===== src/rtl/mult_div_unit.sv =====
// Signed 32-step Booth multiplier / restoring divider feeding the HI/LO registers.
// Latency: mult 32 edges, div 33 edges, div-by-zero 0; starts outside IDLE are dropped, no backpressure.
module mult_div_unit #(
    parameter int WIDTH = 32,
    parameter int CNT_W = 5
) (
    input  logic             clock,
    input  logic             reset,
    input  logic             mult_start,
    input  logic             div_start,
    input  logic [WIDTH-1:0] a,
    input  logic [WIDTH-1:0] b,
    output logic [WIDTH-1:0] hi,
    output logic [WIDTH-1:0] lo,
    output logic             busy,
    output logic             done,
    output logic             div_zero
);

    typedef enum logic [2:0] {
        S_IDLE,
        S_MULT,
        S_DIV,
        S_DIV_FIX,
        S_DONE
    } state_t;

    localparam logic [CNT_W-1:0] LAST_STEP = CNT_W'(WIDTH - 1);

    state_t           r_state;
    state_t           w_next;
    logic [CNT_W-1:0] r_cnt;
    // One extra sign bit on the upper accumulator absorbs the INT_MIN*INT_MIN overflow.
    logic [WIDTH:0]   r_acc_hi;
    logic [WIDTH-1:0] r_acc_lo;
    logic             r_q1;
    logic [WIDTH-1:0] r_m;
    logic             r_sign_q;
    logic             r_sign_r;
    logic [WIDTH-1:0] r_hi;
    logic [WIDTH-1:0] r_lo;
    logic             r_div_zero;

    logic [WIDTH:0]   w_booth_sum;
    logic [WIDTH:0]   w_booth_hi;
    logic [WIDTH-1:0] w_booth_lo;
    logic [WIDTH:0]   w_rem_sh;
    logic [WIDTH:0]   w_diff;
    logic [WIDTH-1:0] w_abs_a;
    logic [WIDTH-1:0] w_abs_b;
    logic             w_last;

    assign w_last  = (r_cnt == LAST_STEP);
    assign w_abs_a = a[WIDTH-1] ? (~a + 1'b1) : a;
    assign w_abs_b = b[WIDTH-1] ? (~b + 1'b1) : b;

    always_comb begin
        w_booth_sum = r_acc_hi;
        case ({r_acc_lo[0], r_q1})
            2'b01:   w_booth_sum = r_acc_hi + {r_m[WIDTH-1], r_m};
            2'b10:   w_booth_sum = r_acc_hi - {r_m[WIDTH-1], r_m};
            default: w_booth_sum = r_acc_hi;
        endcase
        w_booth_hi = {w_booth_sum[WIDTH], w_booth_sum[WIDTH:1]};
        w_booth_lo = {w_booth_sum[0], r_acc_lo[WIDTH-1:1]};
    end

    // Partial remainder stays below the divisor, so its top bit never matters here.
    assign w_rem_sh = {r_acc_hi[WIDTH-1:0], r_acc_lo[WIDTH-1]};
    assign w_diff   = w_rem_sh - {1'b0, r_m};

    always_ff @(posedge clock or negedge reset) begin
        if (!reset) begin
            r_state <= S_IDLE;
        end else begin
            r_state <= w_next;
        end
    end

    always_comb begin
        w_next = r_state;
        case (r_state)
            S_IDLE: begin
                if (mult_start) begin
                    w_next = S_MULT;
                end else if (div_start) begin
                    w_next = (b == '0) ? S_DONE : S_DIV;
                end
            end
            S_MULT:    w_next = w_last ? S_DONE : S_MULT;
            S_DIV:     w_next = w_last ? S_DIV_FIX : S_DIV;
            S_DIV_FIX: w_next = S_DONE;
            S_DONE:    w_next = S_IDLE;
            default:   w_next = S_IDLE;
        endcase
    end

    always_ff @(posedge clock or negedge reset) begin
        if (!reset) begin
            r_cnt      <= '0;
            r_acc_hi   <= '0;
            r_acc_lo   <= '0;
            r_q1       <= 1'b0;
            r_m        <= '0;
            r_sign_q   <= 1'b0;
            r_sign_r   <= 1'b0;
            r_hi       <= '0;
            r_lo       <= '0;
            r_div_zero <= 1'b0;
        end else begin
            case (r_state)
                S_IDLE: begin
                    if (mult_start) begin
                        r_cnt      <= '0;
                        r_div_zero <= 1'b0;
                        r_m        <= a;
                        r_acc_hi   <= '0;
                        r_acc_lo   <= b;
                        r_q1       <= 1'b0;
                    end else if (div_start) begin
                        r_cnt      <= '0;
                        r_div_zero <= (b == '0);
                        r_m        <= w_abs_b;
                        r_acc_hi   <= '0;
                        r_acc_lo   <= w_abs_a;
                        r_q1       <= 1'b0;
                        r_sign_q   <= a[WIDTH-1] ^ b[WIDTH-1];
                        r_sign_r   <= a[WIDTH-1];
                    end
                end
                S_MULT: begin
                    r_acc_hi <= w_booth_hi;
                    r_acc_lo <= w_booth_lo;
                    r_q1     <= r_acc_lo[0];
                    if (w_last) begin
                        r_hi <= w_booth_hi[WIDTH-1:0];
                        r_lo <= w_booth_lo;
                    end else begin
                        r_cnt <= r_cnt + CNT_W'(1);
                    end
                end
                S_DIV: begin
                    r_acc_hi <= w_diff[WIDTH] ? w_rem_sh : w_diff;
                    r_acc_lo <= {r_acc_lo[WIDTH-2:0], ~w_diff[WIDTH]};
                    if (!w_last) begin
                        r_cnt <= r_cnt + CNT_W'(1);
                    end
                end
                S_DIV_FIX: begin
                    r_lo <= r_sign_q ? (~r_acc_lo + 1'b1) : r_acc_lo;
                    r_hi <= r_sign_r ? (~r_acc_hi[WIDTH-1:0] + 1'b1) : r_acc_hi[WIDTH-1:0];
                end
                default: begin
                end
            endcase
        end
    end

    assign hi       = r_hi;
    assign lo       = r_lo;
    assign busy     = (r_state != S_IDLE);
    assign done     = (r_state == S_DONE);
    assign div_zero = r_div_zero;

endmodule


===== config.mk =====
export PLATFORM = sky130hd
export DESIGN_NAME = mult_div_unit
export DESIGN_NICKNAME = d
export VERILOG_FILES = /design/src/rtl/mult_div_unit.sv
export SDC_FILE = /design/constraint.sdc
export NUM_CORES = 1
export LEC_CHECK = 0
export ABC_AREA = 1
export CELL_PAD_IN_SITES_DETAIL_PLACEMENT = 1
export CELL_PAD_IN_SITES_GLOBAL_PLACEMENT = 1
export CORE_AREA = 2 2 186 207
export DETAILED_ROUTE_END_ITERATION = 8
export DIE_AREA = 0 0 188 209
export DONT_BUFFER_PORTS = 1
export PLACE_DENSITY = 0.94
export SLEW_MARGIN = 10
export SYNTH_ARGS = -nofsm -noshare
export SYNTH_HDL_FRONTEND = slang
export SYNTH_SLANG_ARGS = --single-unit

===== constraint.sdc =====
create_clock -name clock -period 4.4 [get_ports clock]
set_input_delay 0.22 -clock clock [delete_from_list [all_inputs] [get_ports clock]]
set_output_delay 0.22 -clock clock [all_outputs]
set_load 0.005 [all_outputs]

---- Yosys cells after proc, flatten, opt, wreduce, memory -nomap -nowiden ----
Index checks and enable logic that the tools add are counted.
word-level totals
  output and inout bits ................... 67
  bits in registers ....................... 173
  input bits .............................. 68
operators by class
  add/sub/neg operators ................... 8
  eq/ne operators ......................... 10
  reduce and logical (&&, ||, !) cells .... 15
  bitwise logic cells ..................... 7
  multiplexer cells ....................... 33
operators with widths
  kind                   count
  $mux 32                10
  $add 32x1->32 const B  4
  $not 32->32            4
  $pmux 32 s2            2
  $mux 33                3
  $pmux 33 s3            1
  $pmux 32 s3            1
  $pmux 33 s2            1
  $add 33x33->33         1
  $sub 33x32->33         1
  $sub 33x33->33         1
  $logic_not 32->1       1
  $mux 5                 3
  $mux 3                 4
  $pmux 3 s4             1
  $pmux 5 s2             1
  $reduce_and 2->1       4
  $reduce_bool 2->1      4
  $eq 3x2->1 const B     2
  $reduce_and 3->1       2
  $reduce_bool 3->1      2
  $add 5x1->5 const B    1
  $eq 5x5->1 const B     1
  $mux 1                 5
  other kinds (11)       13

---- Depth between registers and ports, before layout ----
Gate-level depths: netlist of run 1.
  word-level depth ........................ 6
  gate-level depth with buffers ........... 27
  gate-level depth less buffers ........... 27

---- Worst setup path before layout of run 1 ----
Ideal clock, no wire load.
  kind .................................... reg-to-reg
  start point ............................. register r_m[1]
  end point ............................... register r_hi[31], in the netlist hi[31]
  data required time ...................... 4.284 ns
  period minus slack after synthesis ...... 3.112 ns
  stages on the path, launching flop included .. 26
  data arrival time ....................... 2.996 ns
  setup slack ............................. 1.288 ns
  buffers on the path ..................... 0
  cells stage by stage .................... dfrtp_1 inv_1 ha_1 nand2_1 nor2_2 nand2_1 o31ai_1 o21ai_0 xor2_1 inv_1 ha_1 inv_1 nor3_1 nand2_1 inv_1 nand2_1 nand2_1 inv_1 nand2_1 nand3_1 nand2_1 nand2_1 nand2_1 nand2_1 nand2_1 nand2_1
between the ends
  cells in the longest elaborated chain, start to end .. 4
ends and longest elaborated chain
  what                                              line    RTL
  start: declaration                                37      logic [WIDTH-1:0] r_m;
  start signal: assignment                          123     r_m <= w_abs_b;
  $sub 33x33->33 or $add 33x33->33 (tied branches)  61, 60
  $pmux 33 s2 *                                     59      case ({r_acc_lo[0], r_q1})
  $mux 32 *                                         135     if (w_last) begin
  $pmux 32 s2 *                                     111     case (r_state)
  end signal: assignment                            136     r_hi <= w_booth_hi[WIDTH-1:0];
  end signal: assignment                            151     r_hi <= r_sign_r ? (~r_acc_hi[WIDTH-1:0] + 1'b1) : r_acc_hi[WIDTH-1:0];
  end: declaration                                  40      logic [WIDTH-1:0] r_hi;
Mark *: on every way between the ends. The rest lies on a longest branch, timed or not. The select of a mux whose other input is x is not followed.
A chain may end at the register's enable or synchronous reset.

---- Final worst setup path of run 1 ----
  start point ............................. register r_m[1]
  end point ............................... register r_hi[30], in the netlist hi[30]
Same word-level chain as after synthesis.

==> results.py, run 1 <==
metrics = {
    "sta": {
        "setup_tns_ps": 0,
        "hold_viol": 0,
        "tightest_slew_ps": 1180,
        "slew_violations": 0,
        "fmax_ghz": 0.236,
        "grt_setup_unrepaired": "false",
        "layout_worst_path_cycle_share_pct": 96.5,
        "setup_viol_count_final": 0,
        "period_needed_ps": 4250,
        "skew_ps": 24.2,
        "slew_headroom_pct": 21.5,
    },
    "worst_hold_path": {
        "hold_path.class": "primary input to flop",
        "min_from": "a[27]",
        "hold_end": "r_acc_lo[27]$_DFFE_PN0P_",
        "hold_depth": 3,
    },
    "global_route": {
        "grt_pass1_vias": 21388,
        "grt_pass1_wl_mm": 127,
        "antenna_found_initial": 0,
        "grt_usage_pct": 42.8,
        "grt_remaining_overflow": 0,
        "grt_max_degree": 174,
    },
    "finish": {
        "area.growth.synth_to_final_pct": 7.10,
        "nFillCells": 5059,
        "drive_above_1_share_pct": 5.22,
        "fin_nets": 2868,
        "final_util_pct": 49.5,
        "regArea_um2": 4330,
        "num_antenna_cells": 0,
        "multi_input_area_um2": 11300,
    },
    "clocking": {
        "postCtsSetupRepairBufs": 0,
        "clock_latency_ps": 490,
        "clock_sinks": 173,
        "tritoncts.num_buffers": 17,
        "cts_tree": "yes",
        "cts_root_buf": "clkbuf_16",
        "cts_buffer_depth": 2,
        "path_clk_slew_ps": 80,
        "htree_levels": 4,
    },
    "yosys": {
        "ys_seq_area_share_pct": 25.0,
        "ys_top_cells_by_area": "dfrtp_1, nand2_1, inv_1, nor2_1, o21ai_0",
        "postSynthNetCount": 2903,
        "ys_ff_latch": 173,
        "yosysWarningCount": 0,
        "synth-compound-area-share_pct": 21.2,
        "synth_flop_cell": "dfrtp_1",
        "synthDominantCellAreaShare_pct": 25.0,
        "synth_xor_area_share_pct": 5.52,
        "yosys.area_share.simple_pct": 33.0,
        "synth-async-reset-ratio_pct": 100,
        "avgSynthCellArea_um2": 6.27,
        "synth_edf_count": 0,
        "syn_area_um2": 17300,
        "synthCells": 2760,
        "synth_mux_area_share_pct": 0,
        "synthAdderAreaFrac_pct": 5.51,
        "synth_top_area_cell": "dfrtp_1",
        "yosysUniqueCellTypes": 56,
        "synth_top_family_by_area": "simple AND/OR/NAND/NOR gates",
    },
    "die": {
        "row_count": 75,
        "ios": 135,
        "coreArea_um2": 37400,
        "die_y_um": 209,
        "die-area_um2": 39300,
        "dieWidth_um": 188,
        "start_util_pct": 46.2,
    },
    "detailed_routing": {
        "via_per_inst": 6.29,
        "wl_per_cell_um": 26.0,
        "wl_mm": 84.3,
        "first_pass_iters": 7,
        "drc": 0,
        "vias": 20362,
        "drtIter0Drc": 1712,
        "ant_nets": 0,
    },
    "status": {
        "status": "complete, no violations",
    },
    "worst_setup_path": {
        "start_kind": "flop",
        "critical-path-top-delay-family": "simple AND/OR/NAND/NOR gates",
        "crit_path_top_delay_cell": "ha_1",
        "r2r_cells": 22,
        "max_stage_delay_ps": 420,
        "regToRegSetupSlack_ps": 150,
        "crit_arrival_ps": 4630,
        "crit_type": "flop to flop",
        "timing.rr.end": "hi[30]$_DFFE_PN0P_",
        "r2r-start": "r_m[1]$_DFFE_PN0P_",
        "crit_path_end_kind": "flop",
        "crit_top_cell": "nand2_1",
        "cp_num_buf_inv": 3,
        "crit_required_ps": 4780,
        "path_cells": "inv_1 -> ha_1 -> nand2_1 -> nor2_2 -> nand2_1 -> o21ai_1 -> o21ai_0 -> nor2_1 -> xor2_1 -> inv_1 -> ha_1 -> nand2_1 -> nor2_2 -> inv_1 -> nor4_2 -> a21oi_1 -> nand3_1 -> nand3_1 -> nand2_1 -> nand2_1 -> nand2_1 -> nand2_1",
        "crit_fanout": 5,
    },
    "place": {
        "gp_congestion": 1.07,
        "dp_hpwl_mm": 66.3,
        "port_buffers": 0,
    },
    "job": {
        "cap_violations": 0,
    },
}
[repair_timing]
action	4_1_cts	5_1_grt
setup endpoints to repair	0	9
gates resized for setup	0	9
endpoints found under the hold margin	179	0
hold buffers	8	0
[final cells by class]
type                            count  share of cell area (%)
Multi-Input combinational cell   2158                    61.2
Sequential cell                   173                    23.4
Inverter                          321                    6.52
Tap cell                          500                    3.38
Timing Repair Buffer               54                    2.39
Clock buffer                       17                    2.30
Clock inverter                     15                   0.837
[sequential cells by signal, indices dropped and copies added, names as in the netlist]
| name | cells |
|---|---|
| lo | 32 |
| r_acc_hi | 33 |
| r_m | 32 |
| r_state | 3 |
| div_zero | 1 |
| r_acc_lo | 32 |
| r_sign_q | 1 |
| r_cnt | 5 |
| r_sign_r | 1 |
| hi | 32 |
| r_q1 | 1 |
[cells in the final DEF, fill, tap and decap left out, types with 5 or more instances in the layout]
master           n
nand2_1        766
inv_1          310
nor2_1         275
o21ai_0        208
a21oi_1        196
nand3_1        184
dfrtp_1        173
xor2_1          92
ha_1            72
o211ai_1        47
buf_4           46
nor3_1          42
nand4_1         31
a221oi_1        31
a22oi_1         26
o221ai_1        25
xnor2_1         17
clkbuf_16       17
o21ai_1         11
inv_2           10
o21bai_1        10
a21o_1           9
nor2_4           9
a22o_1           9
nand3b_1         9
nand2_2          8
o22ai_1          8
nor4_1           7
nor2_2           7
a31oi_1          7
or2_2            7
dlygate4sd3_1    7
clkinv_4         5
inv_8            5
[worst max path at each step]
stage	start	endpoint	slack [ps]	depth (start not counted)
global route	r_m[1]$_DFFE_PN0P_	hi[30]$_DFFE_PN0P_	6	22
global placement	r_m[1]$_DFFE_PN0P_	hi[30]$_DFFE_PN0P_	160	22
finish	r_m[1]$_DFFE_PN0P_	hi[30]$_DFFE_PN0P_	150	22
floorplan	r_m[1]$_DFFE_PN0P_	hi[31]$_DFFE_PN0P_	1290	25
CTS	r_m[1]$_DFFE_PN0P_	hi[30]$_DFFE_PN0P_	20	22
detailed placement	r_m[1]$_DFFE_PN0P_	hi[30]$_DFFE_PN0P_	40	22
[synthesized netlist by cell type (25+ instances only)]
library cell  instances
dfrtp_1             173
inv_1               312
nor3_1               43
nor2_1              280
buf_2                29
nand3_1             184
a221oi_1             31
a21oi_1             197
o211ai_1             47
o221ai_1             25
clkbuf_1             62
o21ai_0             208
ha_1                 73
xor2_1               92
a22oi_1              26
nand4_1              31
nand2_1             766
[metrics by stage]
step                worst slack (ps)  std cells  hold WS [ps]  area [um^2]
floorplan                       1290       2760         -75.6        17300
global placement                 162       3198         -63.9        17800
detailed placement              43.7       3198         -65.3        17800
CTS                             16.9       3238         0.496        18500
global route                    5.50       3238          6.52        18500
finish                           154       3238          8.40        18500
[logic make-up (layout without fill, tap and decap cells)]
kind of cell / after synthesis / count (layout)
AOI/OAI and AO/OA: 614 / 614
xor gates and xnor gates: 109 / 109
adders and majority gates: 75 / 75
buffers and inverters: 429 / 407
DFF: 173 / 173
and+or+nand+nor: 1360 / 1360
[layer usage]
metal	vias up	part of all wire (%)	GRT usage, %
li1	9130	-	-
met2	927	48	72.9
met5	-	0	0
met4	0	11	41.6
met1	9918	35	43.9
met3	387	5.7	8.01
[tightest hold or removal path, stage by stage]
cell and delay (ps):
o21ai_0 60, nand2_1 90, a21oi_1 70
Power of run 1 is not shown: default switching activity piles up to over one toggle a cycle in this logic, so the estimate is an artifact.
==> run 2, diff against run 1 <==
--- a/config.mk
+++ b/config.mk
@@ -5,14 +5,14 @@
 export SDC_FILE = /design/constraint.sdc
 export NUM_CORES = 1
 export LEC_CHECK = 0
-export ABC_AREA = 1
+export ABC_AREA = 0
 export CELL_PAD_IN_SITES_DETAIL_PLACEMENT = 1
 export CELL_PAD_IN_SITES_GLOBAL_PLACEMENT = 1
-export CORE_AREA = 2 2 186 207
+export CORE_AREA = 2 2 172 190
 export DETAILED_ROUTE_END_ITERATION = 8
-export DIE_AREA = 0 0 188 209
+export DIE_AREA = 0 0 174 192
 export DONT_BUFFER_PORTS = 1
-export PLACE_DENSITY = 0.94
+export PLACE_DENSITY = 0.93
 export SLEW_MARGIN = 10
 export SYNTH_ARGS = -nofsm -noshare
 export SYNTH_HDL_FRONTEND = slang
==> results.py, run 2 <==
metrics = {
    "finish": {
        "final_common_cell": "nand2_1",
        "fin_nets": 2221,
        "largest_reg_flops": 33,
        "regMostFlops": "r_acc_hi",
        "area.growth.synth_to_final_pct": 19.8,
        "final_util_pct": 58.3,
        "final_cell_mix": "nand2_1, o21ai_0, nor2_1",
        "num_antenna_cells": 0,
        "drive_above_1_share_pct": 16.4,
    },
    "sta": {
        "hold-worst-slack_ps": -18.1,
        "fmax_ghz": 0.214,
        "grt_setup_unrepaired": "true",
        "setup_viol_count_final": 10,
        "skew_ps": 16.9,
        "slew_violations": 0,
        "setup_slack_ps": -270,
        "hold_viol": 3,
        "layout_worst_path_cycle_share_pct": 106,
        "tightest_slew_ps": 1150,
        "slew_headroom_pct": 22.7,
        "period_needed_ps": 4670,
    },
    "global_route": {
        "grt.met2_usage_pct": 66.9,
        "grt_remaining_overflow": 0,
        "grt_pass1_vias": 17901,
        "grt_max_degree": 174,
        "grt_pass1_wl_mm": 104,
        "antenna_found_initial": 0,
        "busiest_layer": "met2",
        "met3_usage_pct": 8.08,
        "grt_usage_pct": 40.0,
        "gr-usage-met1_pct": 46.6,
    },
    "clocking": {
        "cts_buffer_depth": 2,
        "tritoncts.num_buffers": 17,
        "path_clk_slew_ps": 90,
        "htree_levels": 4,
        "cts_tree": "yes",
        "clock_sinks": 173,
        "clock_latency_ps": 480,
        "cts_root_buf": "clkbuf_16",
    },
    "place": {
        "dp_hpwl_mm": 45.8,
        "gp_congestion": 0.983,
        "port_buffers": 0,
    },
    "worst_setup_path": {
        "regToRegSetupSlack_ps": -270,
        "critical-path-top-delay-family": "compound AO/OA/AOI/OAI gates",
        "max_stage_delay_ps": 430,
        "start_kind": "flop",
        "crit_path_top_delay_cell": "dfrtp_1",
        "crit_required_ps": 4730,
        "r2r_cells": 20,
        "timing.rr.end": "r_acc_hi[31]$_DFFE_PN0P_",
        "crit_type": "flop to flop",
        "r2r-start": "r_m[3]$_DFFE_PN0P_",
        "cp_num_buf_inv": 3,
        "crit_arrival_ps": 5000,
        "path_cells": "or3_4 -> nor2_4 -> and4_4 -> and3_4 -> a21oi_2 -> xnor2_1 -> ha_1 -> buf_4 -> a21oi_1 -> nand2_1 -> a21oi_2 -> a211o_1 -> and4_4 -> buf_4 -> o31ai_2 -> a21oi_2 -> buf_4 -> xnor2_1 -> a311oi_1 -> a21oi_1",
        "crit_path_end_kind": "flop",
        "crit_fanout": 4,
    },
    "status": {
        "violations": "hold timing, setup timing",
        "status": "finished with violations",
    },
    "yosys": {
        "synthDominantCellAreaShare_pct": 28.4,
        "ys_seq_area_share_pct": 28.4,
        "ys_top_cells_by_area": "dfrtp_1, nand2_1, o21ai_0, ha_1, xnor2_1",
        "yosysWarningCount": 0,
        "synth_flop_cell": "dfrtp_1",
        "synth_top_area_cell": "dfrtp_1",
        "syn_area_um2": 15200,
        "postSynthNetCount": 2133,
        "ys_ff_latch": 173,
        "avgSynthCellArea_um2": 7.66,
        "synth_edf_count": 0,
        "synth-async-reset-ratio_pct": 100,
        "synthCells": 1990,
        "netlist_top_cells_count": "nand2_1, o21ai_0, nor2_1",
        "yosysMostFrequentCell": "nand2_1",
        "yosysUniqueCellTypes": 72,
    },
    "die": {
        "dieWidth_um": 174,
        "ios": 135,
        "die-area_um2": 33400,
        "start_util_pct": 48.7,
        "die_y_um": 192,
        "coreArea_um2": 31300,
        "row_count": 68,
    },
    "detailed_routing": {
        "via_per_inst": 7.03,
        "ant_nets": 0,
        "first_pass_iters": 6,
        "wl_mm": 71.6,
        "wl_per_cell_um": 28.5,
        "drc": 0,
        "drtIter0Drc": 2002,
        "vias": 17640,
    },
    "worst_hold_path": {
        "hold_depth": 2,
        "hold_end": "r_m[22]$_DFFE_PN0P_",
        "min_from": "a[22]",
        "hold_path.class": "primary input to flop",
    },
    "job": {
        "cap_violations": 0,
    },
}
==> run 2: kinds of logic (layout without fill, tap and decap cells) <==
group / after synthesis / in the layout / share of synthesized area, %
fa+ha+maj: 75 / 75 / 6.26
xor+xnor: 201 / 201 / 11.6
simple gates: 635 / 635 / 18.6
mux: 31 / 31 / 2.07
flops: 173 / 173 / 28.4
buf+inv: 211 / 312 / 5.30
compound gates: 664 / 664 / 27.8
==> run 2: layout make-up <==
type | count | area [um^2]
fillers | 3815 | 13000
multi-input cells | 1606 | 10700
flip-flops and latches | 173 | 4330
repair buffers | 211 | 1780
well taps | 420 | 526
clock buffers | 17 | 425
inverters | 69 | 265
clock inverters | 15 | 209
==> run 2: worst max path at each step <==
stage / to / cells past startpoint / start / slack (ps)
floorplan: hi[31]$_DFFE_PN0P_ / 17 / r_m[3]$_DFFE_PN0P_ / 2
global placement: r_acc_hi[31]$_DFFE_PN0P_ / 21 / r_m[3]$_DFFE_PN0P_ / -160
detailed placement: r_acc_hi[31]$_DFFE_PN0P_ / 21 / r_m[3]$_DFFE_PN0P_ / -240
CTS: hi[29]$_DFFE_PN0P_ / 21 / r_m[2]$_DFFE_PN0P_ / 0.4
global route: r_acc_hi[31]$_DFFE_PN0P_ / 19 / r_m[4]$_DFFE_PN0P_ / -320
finish: r_acc_hi[31]$_DFFE_PN0P_ / 20 / r_m[3]$_DFFE_PN0P_ / -270
==> run 2: worst register-to-register path: cells and delay by family, from the launching register on <==
family	cells	cell delay, ps
compound gates	8	1670
simple gates	6	1360
buf+inv	3	480
flops	1	430
xor+xnor	2	290
fa+ha+maj	1	290
==> run 2: through the flow <==
| stage | hold WS (ps) | setup WS (ps) | std cells | TNS, ps | instance area (um^2) |
|---|---|---|---|---|---|
| floorplan | -75.6 | 2.06 | 1990 | 0 | 15300 |
| CTS | 0.445 | 0.414 | 2494 | 0 | 17700 |
| global route | 10.4 | -320 | 2511 | -2780 | 18300 |
| finish | -18.1 | -270 | 2511 | -934 | 18300 |
| detailed placement | -65.8 | -242 | 2422 | -3060 | 16500 |
| global placement | -64.5 | -163 | 2422 | -496 | 16500 |
==> run 2: layer usage <==
layer  part of all wire (%)  up-vias
li1                       -     7352
met4                    8.0        0
met2                     46     1210
met5                      0        -
met1                     36     8664
met3                    9.2      414
==> run 2: repair_timing <==
action / CTS / global route
gates resized for setup: 43 / 97
hold buffers: 24 / 1
endpoints found under the hold margin: 187 / 1
endpoints found under the setup margin: 44 / 45
cloned: 0 / 1
setup buffers: 17 / 15
pin swaps: 32 / 75
Power of run 2 is left out for the same reason.
==> run 3, diff against run 2 <==
==> config.mk (replaced) <==
export PLATFORM = sky130hd
export DESIGN_NAME = mult_div_unit
export DESIGN_NICKNAME = d
export VERILOG_FILES = /design/src/rtl/mult_div_unit.sv
export SDC_FILE = /design/constraint.sdc
export NUM_CORES = 1
export LEC_CHECK = 0
export ABC_AREA = 0
export ABC_CLOCK_PERIOD_IN_PS = 4400
export CORE_AREA = 2 2 150 166
export DETAILED_ROUTE_END_ITERATION = 8
export DIE_AREA = 0 0 152 168
export DONT_BUFFER_PORTS = 1
export PLACE_DENSITY = 0.92
export SLEW_MARGIN = 10
export SYNTH_ARGS = -nofsm -noshare
export SYNTH_HDL_FRONTEND = slang
export SYNTH_SLANG_ARGS = --single-unit
==> results.py, run 3 (same netlist as run 2, synthesis figures left out) <==
metrics = {
    "detailed_routing": {
        "drc": 0,
        "drtIter0Drc": 1799,
        "ant_nets": 0,
        "vias": 15956,
        "wl_per_cell_um": 21.9,
        "wl_mm": 51.4,
        "first_pass_iters": 6,
        "via_per_inst": 6.80,
    },
    "worst_hold_path": {
        "hold_depth": 2,
        "hold_path.class": "primary input to flop",
        "hold_end": "r_m[1]$_DFFE_PN0P_",
        "min_from": "a[1]",
    },
    "worst_setup_path": {
        "crit_required_ps": 4750,
        "timing.rr.end": "hi[31]$_DFFE_PN0P_",
        "regToRegSetupSlack_ps": 10,
        "r2r-start": "r_m[4]$_DFFE_PN0P_",
        "crit_fanout": 4,
        "crit_arrival_ps": 4730,
        "r2r_cells": 17,
        "crit_path_end_kind": "flop",
        "start_kind": "flop",
        "crit_type": "flop to flop",
    },
    "place": {
        "port_buffers": 0,
        "dp_hpwl_mm": 36.8,
        "gp_congestion": 0.979,
    },
    "die": {
        "die_y_um": 168,
        "dieWidth_um": 152,
        "coreArea_um2": 24100,
        "start_util_pct": 63.3,
        "row_count": 60,
        "die-area_um2": 25500,
        "ios": 135,
    },
    "sta": {
        "hold_viol": 0,
        "grt_setup_unrepaired": "true",
        "period_needed_ps": 4390,
        "slew_headroom_pct": 23.4,
        "layout_worst_path_cycle_share_pct": 99.8,
        "skew_ps": 18.2,
        "setup_viol_count_final": 0,
        "slew_violations": 0,
        "tightest_slew_ps": 1150,
        "fmax_ghz": 0.228,
    },
    "power_and_ir_drop": {
        "power_density_nw_per_um2": 1060,
        "ir_drop_mv": 0.421,
        "total_power_uw": 18400,
        "leakagePower_uw": 0.00741,
    },
    "job": {
        "cap_violations": 0,
    },
    "finish": {
        "drive_above_1_share_pct": 12.3,
        "final_util_pct": 72.3,
        "num_antenna_cells": 0,
        "multi_input_area_um2": 10500,
        "fin_nets": 2167,
        "final_common_cell": "nand2_1",
        "largest_reg_flops": 33,
        "final_cell_mix": "nand2_1, o21ai_0, nor2_1",
        "area.growth.synth_to_final_pct": 14.4,
        "nFillCells": 1788,
        "regArea_um2": 4330,
        "regMostFlops": "r_acc_hi",
    },
    "global_route": {
        "grt_usage_pct": 39.2,
        "grt_remaining_overflow": 0,
        "grt_pass1_vias": 15088,
        "grt_max_degree": 174,
        "antenna_found_initial": 0,
        "grt_pass1_wl_mm": 81.0,
    },
    "clocking": {
        "clock_sinks": 173,
        "htree_levels": 4,
        "cts_tree": "yes",
        "cts_buffer_depth": 2,
        "tritoncts.num_buffers": 17,
        "path_clk_slew_ps": 80,
        "cts_root_buf": "clkbuf_16",
        "clock_latency_ps": 460,
    },
    "status": {
        "status": "complete, no violations",
    },
}
[run 3: cell types whose count changed in the layout (fill, tap and decap cells not counted), sizes merged]
cell | before | now
clkinv | 4 | 9
inv | 79 | 75
clkinvlp | 1 | 0
dlygate4sd3 | 24 | 25
buf | 186 | 131
[run 3: timing repair]
item,4_1_cts,5_1_grt
buffers inserted,4,8
endpoints found under the setup margin,24,41
hold buffers,26,0
cloned,0,1
endpoints found under the hold margin,188,0
pin swaps,10,44
resized for setup,20,62
[run 3: worst max-delay path by stage]
| stage | startpoint | end | slack (ps) |
|---|---|---|---|
| after CTS | r_m[2]$_DFFE_PN0P_ | hi[31]$_DFFE_PN0P_ | -40 |
| after global placement | r_m[3]$_DFFE_PN0P_ | hi[31]$_DFFE_PN0P_ | -70 |
| final | r_m[4]$_DFFE_PN0P_ | hi[31]$_DFFE_PN0P_ | 10 |
| after floorplan | r_m[3]$_DFFE_PN0P_ | hi[31]$_DFFE_PN0P_ | 2 |
| after detailed placement | r_m[3]$_DFFE_PN0P_ | hi[31]$_DFFE_PN0P_ | -190 |
| after global routing | r_m[4]$_DFFE_PN0P_ | hi[31]$_DFFE_PN0P_ | -120 |
[run 3: cell type report]
class / instances / area share (%)
clock buffer: 17 / 2.44
inverter: 69 / 1.49
multi-input combinational: 1606 / 60.3
timing repair buffer: 157 / 7.49
clock inverter: 15 / 1.20
tap: 310 / 2.22
sequential: 173 / 24.8
[run 3: stage by stage]
stage / cell area [um^2] / TNS, ps / setup WS [ps] / hold WS, ps / instances
2_1_floorplan: 15300 / 0 / 2.06 / -75.6 / 1990
3_3_place_gp: 16000 / -150 / -69.1 / -71.3 / 2276
3_5_place_dp: 16000 / -893 / -189 / -71.5 / 2276
4_1_cts: 17000 / -65.0 / -35.7 / 1.12 / 2338
5_1_grt: 17400 / -582 / -115 / 14.7 / 2347
6_report: 17400 / 0 / 10.8 / 4.48 / 2347
[run 3: critical path: stages (launching register included)]
cell      delay (ps)
dfrtp_1          380
or3_4            400
nor2_4           150
and4_4           250
and3_4           190
a21oi_2           50
xnor2_1          130
ha_1             320
and2_4           160
nand3_2           70
a311o_1          330
a211o_1          330
and4_4           220
or4b_4           500
a211oi_4         270
a21oi_2           80
xnor2_2          150
a221o_1          310
[run 3: where the power goes]
part	internal, uW	total, uW	leakage [uW]	switching, uW
clock network	789	1630	0.000303	838
registers	2390	3460	0.00212	1080
logic	5860	13300	0.00498	7470
[run 3: metal layers]
| metal | GRT usage [%] | routed length, um | part of all wire [%] |
|---|---|---|---|
| met2 | 63.3 | 23400 | 46 |
| met3 | 9.03 | 5980 | 12 |
| met4 | 17.4 | 2660 | 5.2 |
| met1 | 50.6 | 19300 | 38 |
| met5 | 0 | 0 | 0 |
Power figures use the tool's default switching activity.
